**src/rtl/dsp_simd2x_int9xuint8_stim_ref_pkg.sv**
```systemverilog
// Shared types and constants for the SIMD 2x INT9xUINT8 stimulus/reference slice.
package dsp_simd2x_tb_pkg;

    localparam int unsigned U8_W        = 8;
    localparam int unsigned S9_W        = 9;
    localparam int unsigned PROD_W      = 18;
    localparam int unsigned CORNER_N    = 6;
    localparam int unsigned CORNER_VECS = CORNER_N * CORNER_N * CORNER_N;

    // Galois LFSR taps for x^32+x^22+x^2+x+1, right-shifting form
    localparam logic [31:0] LFSR_POLY = 32'h80200003;

    typedef enum logic [2:0] {
        IDLE,
        CLEAR,
        CORNER,
        RANDOM,
        DRAIN,
        DONE
    } state_t;

    localparam logic [U8_W-1:0] CORNER_U8 [CORNER_N] = '{
        8'd0, 8'd1, 8'd127, 8'd128, 8'd254, 8'd255
    };

    // -256, -255, -1, 0, 1, 255 as 9-bit two's complement
    localparam logic [S9_W-1:0] CORNER_S9 [CORNER_N] = '{
        9'h100, 9'h101, 9'h1FF, 9'h000, 9'h001, 9'h0FF
    };

    function automatic logic [31:0] lfsr_step(input logic [31:0] s);
        return s[0] ? ((s >> 1) ^ LFSR_POLY) : (s >> 1);
    endfunction

    // signed 9-bit coefficient times unsigned 8-bit operand, exact in 18 bits
    function automatic logic signed [PROD_W-1:0] mul_s9u8(
        input logic signed [S9_W-1:0] c,
        input logic        [U8_W-1:0] u
    );
        logic signed [PROD_W-1:0] ce;
        logic signed [PROD_W-1:0] ue;
        ce = PROD_W'(c);
        ue = PROD_W'($signed({1'b0, u}));
        return ce * ue;
    endfunction

endpackage

```
**src/rtl/dsp_simd2x_int9xuint8_stim_ref_if.sv**
```systemverilog
// Operand, reference and scoreboard-control bundle between the stimulus block and the bench.
interface dsp_simd2x_int9xuint8_stim_ref_if;
    import dsp_simd2x_tb_pkg::*;

    logic [U8_W-1:0]   duv_a;
    logic [U8_W-1:0]   duv_b;
    logic [S9_W-1:0]   duv_coeff;
    logic              duv_valid;
    logic [U8_W-1:0]   a_ref;
    logic [U8_W-1:0]   b_ref;
    logic [S9_W-1:0]   coeff_ref;
    logic [PROD_W-1:0] ca_mul_ref;
    logic [PROD_W-1:0] cb_mul_ref;
    logic              scoreboard_en;
    logic              scoreboard_reset;

    modport master (
        output duv_a, duv_b, duv_coeff, duv_valid,
        output a_ref, b_ref, coeff_ref, ca_mul_ref, cb_mul_ref,
        output scoreboard_en, scoreboard_reset
    );

    modport slave (
        input duv_a, duv_b, duv_coeff, duv_valid,
        input a_ref, b_ref, coeff_ref, ca_mul_ref, cb_mul_ref,
        input scoreboard_en, scoreboard_reset
    );

endinterface

```
**src/rtl/dsp_simd2x_int9xuint8_stim_ref_delay.sv**
```systemverilog
// DEPTH-stage valid-qualified delay line; payload only moves with valid,
// so the last stage holds the most recent valid word.
module dsp_simd2x_ref_delay #(
    parameter int unsigned DEPTH = 3,
    parameter int unsigned WIDTH = 8
) (
    input  logic             clk,
    input  logic             aresetn,
    input  logic             valid_i,
    input  logic [WIDTH-1:0] data_i,
    output logic             valid_o,
    output logic [WIDTH-1:0] data_o
);

    logic [DEPTH-1:0] vld_q;
    logic [WIDTH-1:0] dat_q [DEPTH];

    // shift valid every cycle, payload only where the incoming stage is valid
    always_ff @(posedge clk or negedge aresetn) begin
        if (!aresetn) begin
            vld_q <= '0;
            for (int unsigned i = 0; i < DEPTH; i++) begin
                dat_q[i] <= '0;
            end
        end else begin
            vld_q[0] <= valid_i;
            if (valid_i) begin
                dat_q[0] <= data_i;
            end
            for (int unsigned i = 1; i < DEPTH; i++) begin
                vld_q[i] <= vld_q[i-1];
                if (vld_q[i-1]) begin
                    dat_q[i] <= dat_q[i-1];
                end
            end
        end
    end

    assign valid_o = vld_q[DEPTH-1];
    assign data_o  = dat_q[DEPTH-1];

endmodule

```
**src/rtl/dsp_simd2x_int9xuint8_stim_ref.sv**
```systemverilog
// Stimulus generator (corner sweep + LFSR phase) and latency-aligned golden products.
module dsp_simd2x_int9xuint8_stim_ref
    import dsp_simd2x_tb_pkg::*;
#(
    parameter int unsigned DUV_LATENCY  = 3,
    parameter int unsigned RANDOM_COUNT = 65536,
    parameter logic [31:0] LFSR_SEED    = 32'hACE12022
) (
    input  logic clk,
    input  logic aresetn,
    input  logic start,
    output logic busy,
    output logic done,
    dsp_simd2x_int9xuint8_stim_ref_if.master bus
);

    localparam int unsigned PAY_W = 2*U8_W + S9_W + 2*PROD_W;

    state_t      state_q, state_d;
    logic [31:0] cnt_q, cnt_d;
    logic [2:0]  idx_b_q, idx_b_d;
    logic [2:0]  idx_a_q, idx_a_d;
    logic [2:0]  idx_c_q, idx_c_d;
    logic [31:0] lfsr_q, lfsr_d;

    logic [U8_W-1:0] duv_a_q, duv_a_d;
    logic [U8_W-1:0] duv_b_q, duv_b_d;
    logic [S9_W-1:0] duv_coeff_q, duv_coeff_d;
    logic            duv_valid_q, duv_valid_d;
    logic            sbr_q, sbr_d;
    logic            busy_q, busy_d;
    logic            done_q, done_d;

    logic [PAY_W-1:0] pay_in, pay_out;
    logic             ref_valid;

    // state, phase counter, corner indices and LFSR
    always_ff @(posedge clk or negedge aresetn) begin
        if (!aresetn) begin
            state_q <= IDLE;
            cnt_q   <= '0;
            idx_b_q <= '0;
            idx_a_q <= '0;
            idx_c_q <= '0;
            lfsr_q  <= LFSR_SEED;
        end else begin
            state_q <= state_d;
            cnt_q   <= cnt_d;
            idx_b_q <= idx_b_d;
            idx_a_q <= idx_a_d;
            idx_c_q <= idx_c_d;
            lfsr_q  <= lfsr_d;
        end
    end

    // phase sequencing and per-phase cycle counting
    always_comb begin
        state_d = state_q;
        cnt_d   = cnt_q;
        case (state_q)
            IDLE, DONE: begin
                if (start) begin
                    state_d = CLEAR;
                    cnt_d   = '0;
                end
            end
            CLEAR: begin
                state_d = CORNER;
                cnt_d   = '0;
            end
            CORNER: begin
                if (cnt_q == 32'(CORNER_VECS - 1)) begin
                    state_d = (RANDOM_COUNT == 0) ? DRAIN : RANDOM;
                    cnt_d   = '0;
                end else begin
                    cnt_d = cnt_q + 32'd1;
                end
            end
            RANDOM: begin
                if (cnt_q == RANDOM_COUNT - 1) begin
                    state_d = DRAIN;
                    cnt_d   = '0;
                end else begin
                    cnt_d = cnt_q + 32'd1;
                end
            end
            DRAIN: begin
                if (cnt_q == DUV_LATENCY - 1) begin
                    state_d = DONE;
                    cnt_d   = '0;
                end else begin
                    cnt_d = cnt_q + 32'd1;
                end
            end
            default: begin
                state_d = IDLE;
                cnt_d   = '0;
            end
        endcase
    end

    // Outputs are decoded from the next state so the registered copies line up
    // with the state register instead of trailing it by a cycle.
    always_comb begin
        idx_b_d     = idx_b_q;
        idx_a_d     = idx_a_q;
        idx_c_d     = idx_c_q;
        lfsr_d      = lfsr_q;
        duv_a_d     = duv_a_q;
        duv_b_d     = duv_b_q;
        duv_coeff_d = duv_coeff_q;
        duv_valid_d = 1'b0;
        sbr_d       = 1'b0;
        busy_d      = 1'b0;
        done_d      = 1'b0;
        case (state_d)
            CLEAR: begin
                sbr_d   = 1'b1;
                busy_d  = 1'b1;
                idx_b_d = '0;
                idx_a_d = '0;
                idx_c_d = '0;
                lfsr_d  = LFSR_SEED;
            end
            CORNER: begin
                busy_d      = 1'b1;
                duv_valid_d = 1'b1;
                duv_a_d     = CORNER_U8[idx_a_q];
                duv_b_d     = CORNER_U8[idx_b_q];
                duv_coeff_d = CORNER_S9[idx_c_q];
                if (idx_b_q == 3'(CORNER_N - 1)) begin
                    idx_b_d = '0;
                    if (idx_a_q == 3'(CORNER_N - 1)) begin
                        idx_a_d = '0;
                        idx_c_d = (idx_c_q == 3'(CORNER_N - 1)) ? '0 : idx_c_q + 3'd1;
                    end else begin
                        idx_a_d = idx_a_q + 3'd1;
                    end
                end else begin
                    idx_b_d = idx_b_q + 3'd1;
                end
            end
            RANDOM: begin
                busy_d      = 1'b1;
                duv_valid_d = 1'b1;
                duv_a_d     = lfsr_q[7:0];
                duv_b_d     = lfsr_q[15:8];
                duv_coeff_d = lfsr_q[24:16];
                lfsr_d      = lfsr_step(lfsr_q);
            end
            DRAIN: begin
                busy_d = 1'b1;
            end
            DONE: begin
                done_d = 1'b1;
            end
            default: begin
                busy_d = 1'b0;
            end
        endcase
    end

    // registered operand and status outputs
    always_ff @(posedge clk or negedge aresetn) begin
        if (!aresetn) begin
            duv_a_q     <= '0;
            duv_b_q     <= '0;
            duv_coeff_q <= '0;
            duv_valid_q <= 1'b0;
            sbr_q       <= 1'b0;
            busy_q      <= 1'b0;
            done_q      <= 1'b0;
        end else begin
            duv_a_q     <= duv_a_d;
            duv_b_q     <= duv_b_d;
            duv_coeff_q <= duv_coeff_d;
            duv_valid_q <= duv_valid_d;
            sbr_q       <= sbr_d;
            busy_q      <= busy_d;
            done_q      <= done_d;
        end
    end

    assign pay_in = {duv_a_q, duv_b_q, duv_coeff_q,
                     mul_s9u8(duv_coeff_q, duv_a_q),
                     mul_s9u8(duv_coeff_q, duv_b_q)};

    dsp_simd2x_ref_delay #(
        .DEPTH (DUV_LATENCY),
        .WIDTH (PAY_W)
    ) u_delay (
        .clk     (clk),
        .aresetn (aresetn),
        .valid_i (duv_valid_q),
        .data_i  (pay_in),
        .valid_o (ref_valid),
        .data_o  (pay_out)
    );

    assign bus.duv_a            = duv_a_q;
    assign bus.duv_b            = duv_b_q;
    assign bus.duv_coeff        = duv_coeff_q;
    assign bus.duv_valid        = duv_valid_q;
    assign bus.scoreboard_reset = sbr_q;
    assign bus.scoreboard_en    = ref_valid;
    assign {bus.a_ref, bus.b_ref, bus.coeff_ref, bus.ca_mul_ref, bus.cb_mul_ref} = pay_out;
    assign busy = busy_q;
    assign done = done_q;

endmodule

```
**src/flat_wrapper.sv**
```systemverilog
// flat-port wrapper written by rule: the top's interface ports become plain ports
module dsp_simd2x_int9xuint8_stim_ref_flat import dsp_simd2x_tb_pkg::*;
#(
    parameter int unsigned DUV_LATENCY  = 3,
    parameter int unsigned RANDOM_COUNT = 65536,
    parameter logic [31:0] LFSR_SEED    = 32'hACE12022
)
  (clk, aresetn, start, busy, done, bus_duv_a, bus_duv_b, bus_duv_coeff, bus_duv_valid, bus_a_ref, bus_b_ref, bus_coeff_ref, bus_ca_mul_ref, bus_cb_mul_ref, bus_scoreboard_en, bus_scoreboard_reset);
  dsp_simd2x_int9xuint8_stim_ref_if bus_i ();
  input  logic clk;
  input  logic aresetn;
  input  logic start;
  output logic busy;
  output logic done;
  output wire logic [$bits(bus_i.duv_a)-1:0] bus_duv_a;
  output wire logic [$bits(bus_i.duv_b)-1:0] bus_duv_b;
  output wire logic [$bits(bus_i.duv_coeff)-1:0] bus_duv_coeff;
  output wire logic [$bits(bus_i.duv_valid)-1:0] bus_duv_valid;
  output wire logic [$bits(bus_i.a_ref)-1:0] bus_a_ref;
  output wire logic [$bits(bus_i.b_ref)-1:0] bus_b_ref;
  output wire logic [$bits(bus_i.coeff_ref)-1:0] bus_coeff_ref;
  output wire logic [$bits(bus_i.ca_mul_ref)-1:0] bus_ca_mul_ref;
  output wire logic [$bits(bus_i.cb_mul_ref)-1:0] bus_cb_mul_ref;
  output wire logic [$bits(bus_i.scoreboard_en)-1:0] bus_scoreboard_en;
  output wire logic [$bits(bus_i.scoreboard_reset)-1:0] bus_scoreboard_reset;
  assign bus_duv_a = bus_i.duv_a;
  assign bus_duv_b = bus_i.duv_b;
  assign bus_duv_coeff = bus_i.duv_coeff;
  assign bus_duv_valid = bus_i.duv_valid;
  assign bus_a_ref = bus_i.a_ref;
  assign bus_b_ref = bus_i.b_ref;
  assign bus_coeff_ref = bus_i.coeff_ref;
  assign bus_ca_mul_ref = bus_i.ca_mul_ref;
  assign bus_cb_mul_ref = bus_i.cb_mul_ref;
  assign bus_scoreboard_en = bus_i.scoreboard_en;
  assign bus_scoreboard_reset = bus_i.scoreboard_reset;
  dsp_simd2x_int9xuint8_stim_ref #(.DUV_LATENCY(DUV_LATENCY), .RANDOM_COUNT(RANDOM_COUNT), .LFSR_SEED(LFSR_SEED)) u_core (.clk(clk), .aresetn(aresetn), .start(start), .busy(busy), .done(done), .bus(bus_i));
endmodule
```
**config.mk**
```make
export PLATFORM = sky130hd
export DESIGN_NAME = dsp_simd2x_int9xuint8_stim_ref_flat
export DESIGN_NICKNAME = d
export VERILOG_FILES = /design/src/rtl/dsp_simd2x_int9xuint8_stim_ref_pkg.sv /design/src/rtl/dsp_simd2x_int9xuint8_stim_ref_if.sv /design/src/rtl/dsp_simd2x_int9xuint8_stim_ref_delay.sv /design/src/rtl/dsp_simd2x_int9xuint8_stim_ref.sv /design/src/flat_wrapper.sv
export SDC_FILE = /design/constraint.sdc
export NUM_CORES = 1
export LEC_CHECK = 0
export BUFFER_PORTS_ARGS = -buffer_cell sky130_fd_sc_hd__buf_2
export CORE_UTILIZATION = 60
export DETAILED_ROUTE_END_ITERATION = 12
export GPL_ROUTABILITY_DRIVEN = 0
export GPL_TIMING_DRIVEN = 0
export PLACE_DENSITY = 0.78
export SETUP_SLACK_MARGIN = 0.05
export SLEW_MARGIN = 30
export SYNTH_ARGS = -nofsm -noshare
export SYNTH_HDL_FRONTEND = slang
export SYNTH_SLANG_ARGS = --single-unit
export TNS_END_PERCENT = 10
```
**constraint.sdc**
```tcl
create_clock -name clk -period 8.3 [get_ports clk]
set_input_delay 0 -clock clk [delete_from_list [all_inputs] [get_ports clk]]
set_output_delay 0 -clock clk [all_outputs]
set_load 0.005 [all_outputs]
```
# After elaboration in Yosys (flattened, before gate mapping)
# Memory sizes are Yosys's and may differ from the RTL's.
# Index checks and enable logic that the tools add are counted.
[totals]
ff_bits = 291
mem_bits_ro = 200
n_memories = 3
[mem_list]
columns = ["name", "words", "word_bits", "read_ports", "rd_ports_with_merged_regs", "write_ports", "line_no", "rtl"]
rows = [
  ["(name not given)", 8, 9, 1, 0, 0, "dsp_simd2x_int9xuint8_stim_ref.sv:130", "duv_coeff_d = CORNER_S9[idx_c_q];"],
  ["(name not given)", 8, 8, 1, 0, 0, "dsp_simd2x_int9xuint8_stim_ref.sv:128", "duv_a_d = CORNER_U8[idx_a_q];"],
  ["(name not given)", 8, 8, 1, 0, 0, "dsp_simd2x_int9xuint8_stim_ref.sv:129", "duv_b_d = CORNER_U8[idx_b_q];"],
]
[op_classes]
addsub = 4
mul = 2
order_cmp = 3
n_eq_ne = 19
n_mux = 34
n_bitwise = 4
reduce_logical = 9
[op_table]
columns = ["cell", "count"]
rows = [
  ["two-way mux 32 bit", 5],
  ["one-hot mux 32 bit (4 select lines)", 1],
  ["one-hot mux 32 bit (2 select lines)", 1],
  ["multiplier 9 x 9 -> 18 bit", 2],
  ["adder 32 x 1 -> 32 bit, second input constant", 1],
  ["equality test 32 x 16 -> 1 bit, second input constant", 1],
  ["equality test 32 x 2 -> 1 bit, second input constant", 1],
  ["equality test 32 x 8 -> 1 bit, second input constant", 1],
  ["two-way mux 8 bit", 4],
  ["one-hot mux 8 bit (2 select lines)", 2],
  ["two-way mux 3 bit", 10],
  ["equality test 3 bit, second input constant", 7],
  ["two-way mux 9 bit", 2],
  ["one-hot mux 3 bit (2 select lines)", 3],
  ["one-hot mux 9 bit (2 select lines)", 1],
  ["inverter 3 -> 4 bit", 4],
  ["one-hot mux 3 bit (5 select lines)", 1],
  ["equality test 3 x 2 -> 1 bit, second input constant", 4],
  ["greater-or-equal comparator 4 bit, second input constant", 3],
  ["adder 3 x 1 -> 3 bit, second input constant", 3],
  ["equality test 3 x 1 -> 1 bit, second input constant", 2],
  ["nonzero test 2 bit", 3],
  ["two-way mux 1 bit", 4],
  ["!= test 2 x 1 -> 1 bit, second input constant", 2],
  ["other kinds (6)", 7],
]

# Depth between registers and ports, before layout
# Gate-level depths: netlist (run 1).
[logic_depth]
depth_word = 6
depth_mapped = 20
ltp_nobuf = 18

# Modules after synthesis
# From an unflattened synthesis (run 1), not the netlist that was laid out.
[unflattened]
cells_unflattened = 1628
hier_area_um2 = 19118.3
[by_module_without_submodules]
columns = ["mod", "n_inst", "cells_each", "area_each_um2", "seq_area_each_um2"]
rows = [
  ["dsp_simd2x_int9xuint8_stim_ref", 1, 1177, 10875.4, 2641.3],
  ["dsp_simd2x_ref_delay", 1, 451, 8242.9, 4654.5],
]

# Least setup slack after synthesis (run 1)
# OpenSTA, ideal clock, no wires.
[synth_path]
path_type = "flip-flop to flip-flop"
from = "register u_core.duv_coeff_q[6] (netlist: u_core.bus.duv_coeff[6])"
to = "register u_core.u_delay.dat_q[138] (netlist name)"
t_arrival_ns = 4.692
t_required_ns = 8.175
setup_slack_ns = 3.484
path_stages_with_launch = 19
n_path_buf = 2
synth_period_minus_slack_ns = 4.816
path_cell_list = "dfrtp_1 > clkbuf_1 > clkbuf_1 > nand2_1 > fa_1 > inv_1 > fa_1 > inv_1 > fa_1 > fa_1 > inv_1 > ha_1 > o21ai_0 > nor2_1 > o41a_1 > a41o_1 > o21a_1 > xor2_1 > mux2_2"
[synth_via]
elab_chain_len = 1
[synth_lines]
columns = ["element", "line_no", "rtl"]
rows = [
  ["from (decl)", "dsp_simd2x_int9xuint8_stim_ref.sv:28", "logic [S9_W-1:0] duv_coeff_q, duv_coeff_d;"],
  ["from (signal assigned)", "dsp_simd2x_int9xuint8_stim_ref.sv:176", "duv_coeff_q <= duv_coeff_d;"],
  ["multiplier 9 x 9 -> 18 bit", "dsp_simd2x_int9xuint8_stim_ref_pkg.sv:44", "return ce * ue;"],
  ["to (signal, indexed assignment)", "dsp_simd2x_int9xuint8_stim_ref_delay.sv:33", "dat_q[i] <= dat_q[i-1];"],
  ["to (decl)", "dsp_simd2x_int9xuint8_stim_ref_delay.sv:16", "logic [WIDTH-1:0] dat_q [DEPTH];"],
]
# Every way passes these cells.
# A chain may end at the register's enable or synchronous reset.

# Final worst setup path (run 1)
# Same ends and word-level chain as after synthesis.

==> reports/results.txt, run 1 <==
Status = complete, no violations
Final number of setup-violating endpoints = 0
Hold WC Path Type = input port to asynchronous set/reset pin
Routed wirelength normalized by instance count = 17.4 µm
Family of cells with the greatest summed delay on the critical path = adder cells
Largest stage delay on the critical path = 550 ps
GRT met3 Usage = 0.0341
Count of buffering cells on the critical path with inverters included = 5
Slew HR = 0.380
DRT antenna net count = 0
Crit path max fanout = 10
Via count of the first global-routing pass = 12900
Slew of the pin with the lowest slew margin = 930 ps
Crit. End Element = flop
Utilization after layout = 0.686
Routed Wire Length = 39.1 mm
CTS resizes = 0
Period utilisation layout = 0.694
Kind of start point of the critical path = flop
Final worst clock skew = 11.6 ps
Clock input transition at the sequential cells of the worst setup and hold paths = 70 ps
Total power after layout = 2.87 mW
Register Area = 7300 µm²
Total nets after synthesis = 1912
FFs w/ async S/R, synth = 1.00
Peak clock frequency supported by timing = 174 MHz
Count of mapped cells out of synthesis = 1703
Placeable core region = 29900 µm²
Slew Limit Fails = 0
Initial Util = 0.615
Multi-input gate area in the final layout = 9180 µm²
Chip Width = 177 µm
TritonCTS clock tree = done
Antenna Diode Count = 0
Synth-to-layout area growth = 11.6%
Maximum number of pins on one net before global-route repair = 93
P_leak = 10.2 nW
Nets@finish = 2042
Depth of the CTS H-tree = 1
Fin Setup TNS = 0 ps
Die Ht = 177 µm
Filler cell count in the final layout = 2163
Number of setup buffers added after CTS = 0
Highest-delay cell along the critical path = sky130_fd_sc_hd__fa_1
Vias post-DR = 12500
Sequential-to-total area share from yosys stat = 0.397
Number of enable flip-flop cells after synthesis = 0
Final hold violations = 0
Time the worst path needs with I/O delays and setup = 5760 ps
Antenna violations before repair = 0
Total standard cell area after synthesis = 18400 µm²
Number of sinks driven by the clock tree = 291
Leading register cell type out of synthesis = sky130_fd_sc_hd__dfrtp_1
Required @ worst endpoint = 8780 ps
Worst-Skew Late Latency = 550 ps
Gr busiest metal = met2
Most prevalent standard cell on the critical path = sky130_fd_sc_hd__fa_1
Proportion of layout cells with a drive suffix above 1 = 0.243
CTS Buf Count = 29
Num rows = 63
Met2 Track Usage GR = 0.448
Number of port buffers = 93
Number of synthesized register bits = 291
List of cells traversed by the critical path = clkbuf_1 -> clkbuf_1 -> nand2_1 -> fa_1 -> inv_1 -> fa_1 -> inv_1 -> fa_1 -> fa_1 -> inv_1 -> ha_1 -> o21ai_0 -> nor2_1 -> o41a_1 -> a41o_1 -> o21a_1 -> xor2_1 -> mux2_2
GR Util met1 = 0.344
Clock tree root driver cell = sky130_fd_sc_hd__clkbuf_16
Total routing usage reported by global routing = 0.263
Total overflow reported by the global router = 0
Drt first-iter violations = 790
Setup repair after global routing missed its margin = false
Pre-antenna DRT Iters = 7
Synth Warn # = 0
IO Count = 94
Overall die area = 31300 µm²
Post-cts hold buffer count = 3
Critical Setup Path Class = flop to flop
Mean instance size in the synthesized netlist = 10.8 µm²
Drt via density = 5.57
First-pass GRT wire length = 65.1 mm
Power density cells = 140 nW/µm²
Signal arrival time at the worst endpoint = 6240 ps
CTS Buffer Depth = 3
Maxcap violations = 0
VDD IR-drop max = 0.000147 V
Count of distinct cell types in the synthesized netlist = 63
Remaining DRCs = 0
Total half-perimeter wirelength after legalization and detailed placement = 28.8 mm
-- metrics by stage --
step	setup slack [ps]	hold WS, ps	area (µm²)	std cells
2_1_floorplan	3480	-296	18400	1703
3_3_place_gp	2010	355	19300	2186
3_5_place_dp	2600	-108	19400	2189
4_1_cts	2580	22.0	20500	2244
5_1_grt	2280	31.0	20500	2244
6_report	2540	29.0	20500	2244
-- layout by cell type (no fill, tap or decap), types with 16 or more instances in the layout --
| master | n |
|---|---|
| sky130_fd_sc_hd__clkbuf_16 | 29 |
| sky130_fd_sc_hd__ha_1 | 86 |
| sky130_fd_sc_hd__nor2_1 | 82 |
| sky130_fd_sc_hd__nand4_1 | 16 |
| sky130_fd_sc_hd__and2_1 | 80 |
| sky130_fd_sc_hd__xnor2_1 | 26 |
| sky130_fd_sc_hd__a31oi_1 | 18 |
| sky130_fd_sc_hd__nand3_1 | 28 |
| sky130_fd_sc_hd__a22o_1 | 24 |
| sky130_fd_sc_hd__buf_4 | 86 |
| sky130_fd_sc_hd__o31ai_1 | 18 |
| sky130_fd_sc_hd__xor2_1 | 19 |
| sky130_fd_sc_hd__a21oi_1 | 25 |
| sky130_fd_sc_hd__nand2_1 | 140 |
| sky130_fd_sc_hd__inv_1 | 238 |
| sky130_fd_sc_hd__mux2_2 | 169 |
| sky130_fd_sc_hd__dfrtp_1 | 280 |
| sky130_fd_sc_hd__buf_2 | 98 |
| sky130_fd_sc_hd__clkbuf_1 | 70 |
| sky130_fd_sc_hd__fa_1 | 120 |
| sky130_fd_sc_hd__o21ai_0 | 21 |
-- metal layers --
layer / wire length, µm / share of wire
met5: 0 / 0
met4: 1400 / 0.036
met3: 2030 / 0.052
met2: 19400 / 0.50
met1: 16300 / 0.42
-- power by group --
group / switching (mW) / leakage [nW] / total, mW / internal (mW)
logic: 0.0280 / 6.12 / 0.0345 / 0.00646
registers: 0 / 3.62 / 1.42 / 1.42
clock network: 0.553 / 0.512 / 1.42 / 0.868
total: 0.581 / 10.2 / 2.87 / 2.29
-- worst reg2reg max path: cells and delay by family, from the launching register on --
family                     cells  cell delay, ps
muxes                          1             240
adders and majority gates      5            2380
and+or+nand+nor                2             240
xor gates and xnor gates       1             340
AOI/OAI and AO/OA              4             960
buffers and inverters          5            1170
DFF                            1             370
-- flip-flops by register name, indices dropped and copies added, names as in the netlist, 8 cells and up --
signal / flops
u_core.bus.duv_coeff: 9
u_core.lfsr_q: 32
u_core.u_delay.data_o: 61
u_core.bus.duv_b: 8
u_core.bus.duv_a: 8
u_core.u_delay.dat_q: 122
u_core.cnt_q: 32
-- layout make-up --
type	count	share of cell area
Clock buffer	36	0.0391
Tap cell	390	0.0238
Inverter	239	0.0440
Sequential cell	291	0.356
Timing Repair Buffer	99	0.0292
Clock inverter	16	0.0117
Buffer	166	0.0478
Multi-Input combinational cell	1007	0.448
-- final timing paths --
check	start	end	slack, ps	cells after the start
setup / recovery	u_core.bus.duv_coeff[6]	u_core.u_delay.dat_q[138]	2540	18
min in group clk	u_core.u_delay.vld_q[0]	u_core.u_delay.vld_q[1]	390	0
setup reg to reg	u_core.bus.duv_coeff[6]	u_core.u_delay.dat_q[138]	2540	18
hold / removal	aresetn	u_core.u_delay.data_o[10]	30	3
max in group asynchronous	aresetn	u_core.u_delay.dat_q[118]	7410	4
hold reg to reg	u_core.u_delay.vld_q[0]	u_core.u_delay.vld_q[1]	390	0
-- cell families after synthesis --
group,synth area share
buf+inv,0.102
mux,0.109
fa+ha+maj,0.189
simple gates,0.112
flops,0.397
xor+xnor,0.0215
compound gates,0.0685
-- synthesized netlist by cell type, types with 4 or more instances --
cell type                  count  area, µm²
sky130_fd_sc_hd__dfrtp_1     280       7010
sky130_fd_sc_hd__inv_1       238        893
sky130_fd_sc_hd__mux2_2      169       1900
sky130_fd_sc_hd__nand2_1     140        526
sky130_fd_sc_hd__fa_1        120       2400
sky130_fd_sc_hd__buf_4        86        646
sky130_fd_sc_hd__ha_1         86       1080
sky130_fd_sc_hd__nor2_1       82        308
sky130_fd_sc_hd__and2_1       80        500
sky130_fd_sc_hd__clkbuf_1     68        255
sky130_fd_sc_hd__nand3_1      28        140
sky130_fd_sc_hd__xnor2_1      26        228
sky130_fd_sc_hd__a21oi_1      25        125
sky130_fd_sc_hd__a22o_1       24        210
sky130_fd_sc_hd__o21ai_0      21        105
sky130_fd_sc_hd__xor2_1       19        166
sky130_fd_sc_hd__a31oi_1      18        113
sky130_fd_sc_hd__o31ai_1      18        135
sky130_fd_sc_hd__nand4_1      16        100
sky130_fd_sc_hd__and3_1       13       81.3
sky130_fd_sc_hd__nor3_1       13       65.1
sky130_fd_sc_hd__dfstp_2      11        289
sky130_fd_sc_hd__a211oi_1     10       75.1
sky130_fd_sc_hd__a21o_1        9       67.6
sky130_fd_sc_hd__mux2i_1       9       90.1
sky130_fd_sc_hd__o22a_1        8       70.1
sky130_fd_sc_hd__o31ai_2       8        100
sky130_fd_sc_hd__nor4_1        7       43.8
sky130_fd_sc_hd__buf_2         6       30.0
sky130_fd_sc_hd__or3_1         6       37.5
sky130_fd_sc_hd__nand2b_1      4       25.0
sky130_fd_sc_hd__o21bai_1      4       30.0
sky130_fd_sc_hd__or4_4         4       45.0
Note: power is estimated with default switching activity, not from simulation.
==> run 2: changes to the inputs <==
- CORE_UTILIZATION: 60 -> 57
- clock period: 8.3 -> 5.05 ns (I/O delays scaled with it)
==> run 2 against run 1 <==
Worst hold slack worse by 21 ps. Global-route usage is 2.2 points lower. Total power is 65% higher. Maximum frequency is 17% higher. Critical endpoint unchanged.
==> reports/results.txt, run 2 (synthesis gave the netlist of run 1 again) <==
Overall die area = 32900 µm² (was 31300 µm²)
Maximum number of pins on one net before global-route repair = 90 (was 93)
CTS Buffer Depth = 3 (unchanged)
Fin Setup TNS = 0 ps (unchanged)
Depth of the CTS H-tree = 1 (unchanged)
Number of port buffers = 93 (unchanged)
Total overflow reported by the global router = 0 (unchanged)
Placeable core region = 31600 µm² (was 29900 µm²)
CTS Buf Count = 29 (unchanged)
Critical Setup Path Class = flop to flop (unchanged)
Signal arrival time at the worst endpoint = 5340 ps (was 6240 ps)
Register Area = 7310 µm² (was 7300 µm²)
Crit path max fanout = 10 (unchanged)
Combinational power share = 0.012 (about the same)
Kind of start point of the critical path = flop (unchanged)
Final worst clock skew = 18.7 ps (was 11.6 ps)
Largest register FFs = 122 (unchanged)
Maxcap violations = 0 (unchanged)
Multi-input gate area in the final layout = 9260 µm² (was 9180 µm²)
Drt first-iter violations = 839 (was 790)
First-pass GRT wire length = 64.0 mm (was 65.1 mm)
Peak clock frequency supported by timing = 204 MHz (was 174 MHz)
Proportion of layout cells with a drive suffix above 1 = 0.274 (was 0.243)
Switching share of power = 0.201 (was 0.202)
Die Ht = 181 µm (was 177 µm)
Total routing usage reported by global routing = 0.241 (was 0.263)
Total half-perimeter wirelength after legalization and detailed placement = 28.5 mm (was 28.8 mm)
Routed Wire Length = 38.7 mm (was 39.1 mm)
Final hold violations = 0 (unchanged)
Utilization after layout = 0.657 (was 0.686)
TritonCTS clock tree = done (unchanged)
Via count of the first global-routing pass = 12700 (was 12900)
Antenna Diode Count = 0 (unchanged)
Slew of the pin with the lowest slew margin = 958 ps (was 930 ps)
P_leak = 10.4 nW (was 10.2 nW)
Status = complete, no violations (unchanged)
Routed wirelength normalized by instance count = 17.1 µm (was 17.4 µm)
Vias post-DR = 12400 (was 12500)
Final instance area = 20800 µm² (was 20500 µm²)
Pre-CTS setup slack = -630 ps (was 2600 ps)
Clock input transition at the sequential cells of the worst setup and hold paths = 70 ps (about the same)
VDD IR-drop max = 0.000300 V (was 0.000147 V)
Slew Limit Fails = 0 (unchanged)
IO Count = 94 (unchanged)
Register with the highest flop count = u_core.u_delay.dat_q (unchanged)
Clock tree root driver cell = sky130_fd_sc_hd__clkbuf_16 (unchanged)
Antenna violations before repair = 0 (unchanged)
Highest-count cells in the layout ignoring fill and taps = sky130_fd_sc_hd__dfrtp_1 (269), sky130_fd_sc_hd__inv_1 (237), sky130_fd_sc_hd__mux2_2 (169) (was sky130_fd_sc_hd__dfrtp_1 (280), sky130_fd_sc_hd__inv_1 (238), sky130_fd_sc_hd__mux2_2 (169))
Switching power = 0.953 mW (was 0.581 mW)
Initial Util = 0.580 (was 0.615)
Pre-antenna DRT Iters = 8 (was 7)
Reg power frac = 0.493 (about the same)
Nets@finish = 2054 (was 2042)
Synth-to-layout area growth = 13.3% (was 11.6%)
Num rows = 65 (was 63)
Worst-Skew Late Latency = 560 ps (was 550 ps)
Setup repair after global routing missed its margin = true (was false)
Power density cells = 228 nW/µm² (was 140 nW/µm²)
Filler cell count in the final layout = 2352 (was 2163)
Slew HR = 0.361 (was 0.380)
Required @ worst endpoint = 5480 ps (was 8780 ps)
Number of sinks driven by the clock tree = 291 (unchanged)
Chip Width = 181 µm (was 177 µm)
DRT antenna net count = 0 (unchanged)
Drt via density = 5.49 (was 5.57)
Worst-case setup margin in the final layout = 140 ps (was 2540 ps)
Final number of setup-violating endpoints = 0 (unchanged)
Internal = 3.78 mW (was 2.29 mW)
Period utilisation layout = 0.972 (was 0.694)
Time the worst path needs with I/O delays and setup = 4910 ps (was 5760 ps)
Hold WC Path Type = input port to asynchronous set/reset pin (unchanged)
Portion of total power attributed to the clock network = 0.495 (about the same)
Crit. End Element = flop (unchanged)
Area after DPL = 19400 µm² (about the same)
Remaining DRCs = 0 (unchanged)
Commonest non-fill, non-tap cell in the layout = sky130_fd_sc_hd__dfrtp_1 (unchanged)
## run 2: cell types whose count changed in the layout (fill, tap and decap cells not counted), moves of 5 or more
cell                       previous run  this run
sky130_fd_sc_hd__buf_4               86       106
sky130_fd_sc_hd__dfrtp_2              0        11
sky130_fd_sc_hd__clkbuf_4             0         7
sky130_fd_sc_hd__ha_1                86        81
sky130_fd_sc_hd__dfrtp_1            280       269
sky130_fd_sc_hd__clkbuf_1            70        45
sky130_fd_sc_hd__clkbuf_8             5        10
## run 2: worst max-delay path, stage by stage (launching register included)
cell	delay [ps]
sky130_fd_sc_hd__dfrtp_2	500
sky130_fd_sc_hd__buf_2	220
sky130_fd_sc_hd__and2_1	170
sky130_fd_sc_hd__fa_1	450
sky130_fd_sc_hd__fa_1	500
sky130_fd_sc_hd__ha_1	290
sky130_fd_sc_hd__inv_1	50
sky130_fd_sc_hd__fa_1	520
sky130_fd_sc_hd__inv_1	40
sky130_fd_sc_hd__ha_1	360
sky130_fd_sc_hd__a211oi_1	300
sky130_fd_sc_hd__nor2_1	130
sky130_fd_sc_hd__o41a_1	340
sky130_fd_sc_hd__a41o_1	260
sky130_fd_sc_hd__o21a_1	180
sky130_fd_sc_hd__xor2_1	180
sky130_fd_sc_hd__mux2_2	280
## run 2: worst paths after layout
check / start / end / slack, ps / cells past startpoint
min: aresetn / u_core.u_delay.data_o[7] / 8 / 3
max reg2reg: u_core.bus.duv_coeff[0] / u_core.u_delay.dat_q[138] / 140 / 16
min reg2reg: u_core.u_delay.vld_q[0] / u_core.u_delay.vld_q[1] / 380 / 0
max: u_core.bus.duv_coeff[0] / u_core.u_delay.dat_q[138] / 140 / 16
min in group clk: u_core.u_delay.vld_q[0] / u_core.u_delay.vld_q[1] / 380 / 0
max in group asynchronous: aresetn / u_core.lfsr_q[29] / 4170 / 4
## run 2: cell type report
type	count	share of cell area
plain buffers	164	0.0515
clock buffers	41	0.0414
clock inverters	11	0.00915
inverters	239	0.0434
multi-input cells	1007	0.445
flip-flops and latches	291	0.351
well taps	402	0.0242
repair buffers	113	0.0338
## run 2: repair_timing
action / in CTS / in global routing
pin swaps: 0 / 3
endpoints found under the setup margin: 18 / 8
gates resized for setup: 41 / 57
endpoints found under the hold margin: 207 / 0
hold buffers: 3 / 0
buffers inserted: 6 / 8
## run 2: routing by layer
metal  up-vias  GRT usage  share of wire
met1      6270      0.323           0.42
met3        74     0.0283          0.048
met4         0     0.0722          0.030
met5         -    0.00148              0
met2       344      0.413           0.50
li1       5753          -              -
## run 2: power groups by stage
stage | Clock [mW] | Sequential, mW | Combinational, mW
6_report | 2.34 | 2.33 | 0.0566
3_3_place_gp | 0 | 2.38 | 0.0464
2_1_floorplan | 0 | 2.38 | 0.0000255
3_5_place_dp | 0 | 2.37 | 0.0565
4_1_cts | 2.38 | 2.33 | 0.0600
5_1_grt | 2.47 | 2.33 | 0.0676
## run 2: stage by stage
stage	cells	hold slack, ps	power, mW
2_1_floorplan	1703	-296	2.38
3_3_place_gp	2198	358	2.42
3_5_place_dp	2201	-121	2.43
4_1_cts	2261	8.26	4.77
5_1_grt	2268	24.1	4.87
6_report	2268	8.14	4.73
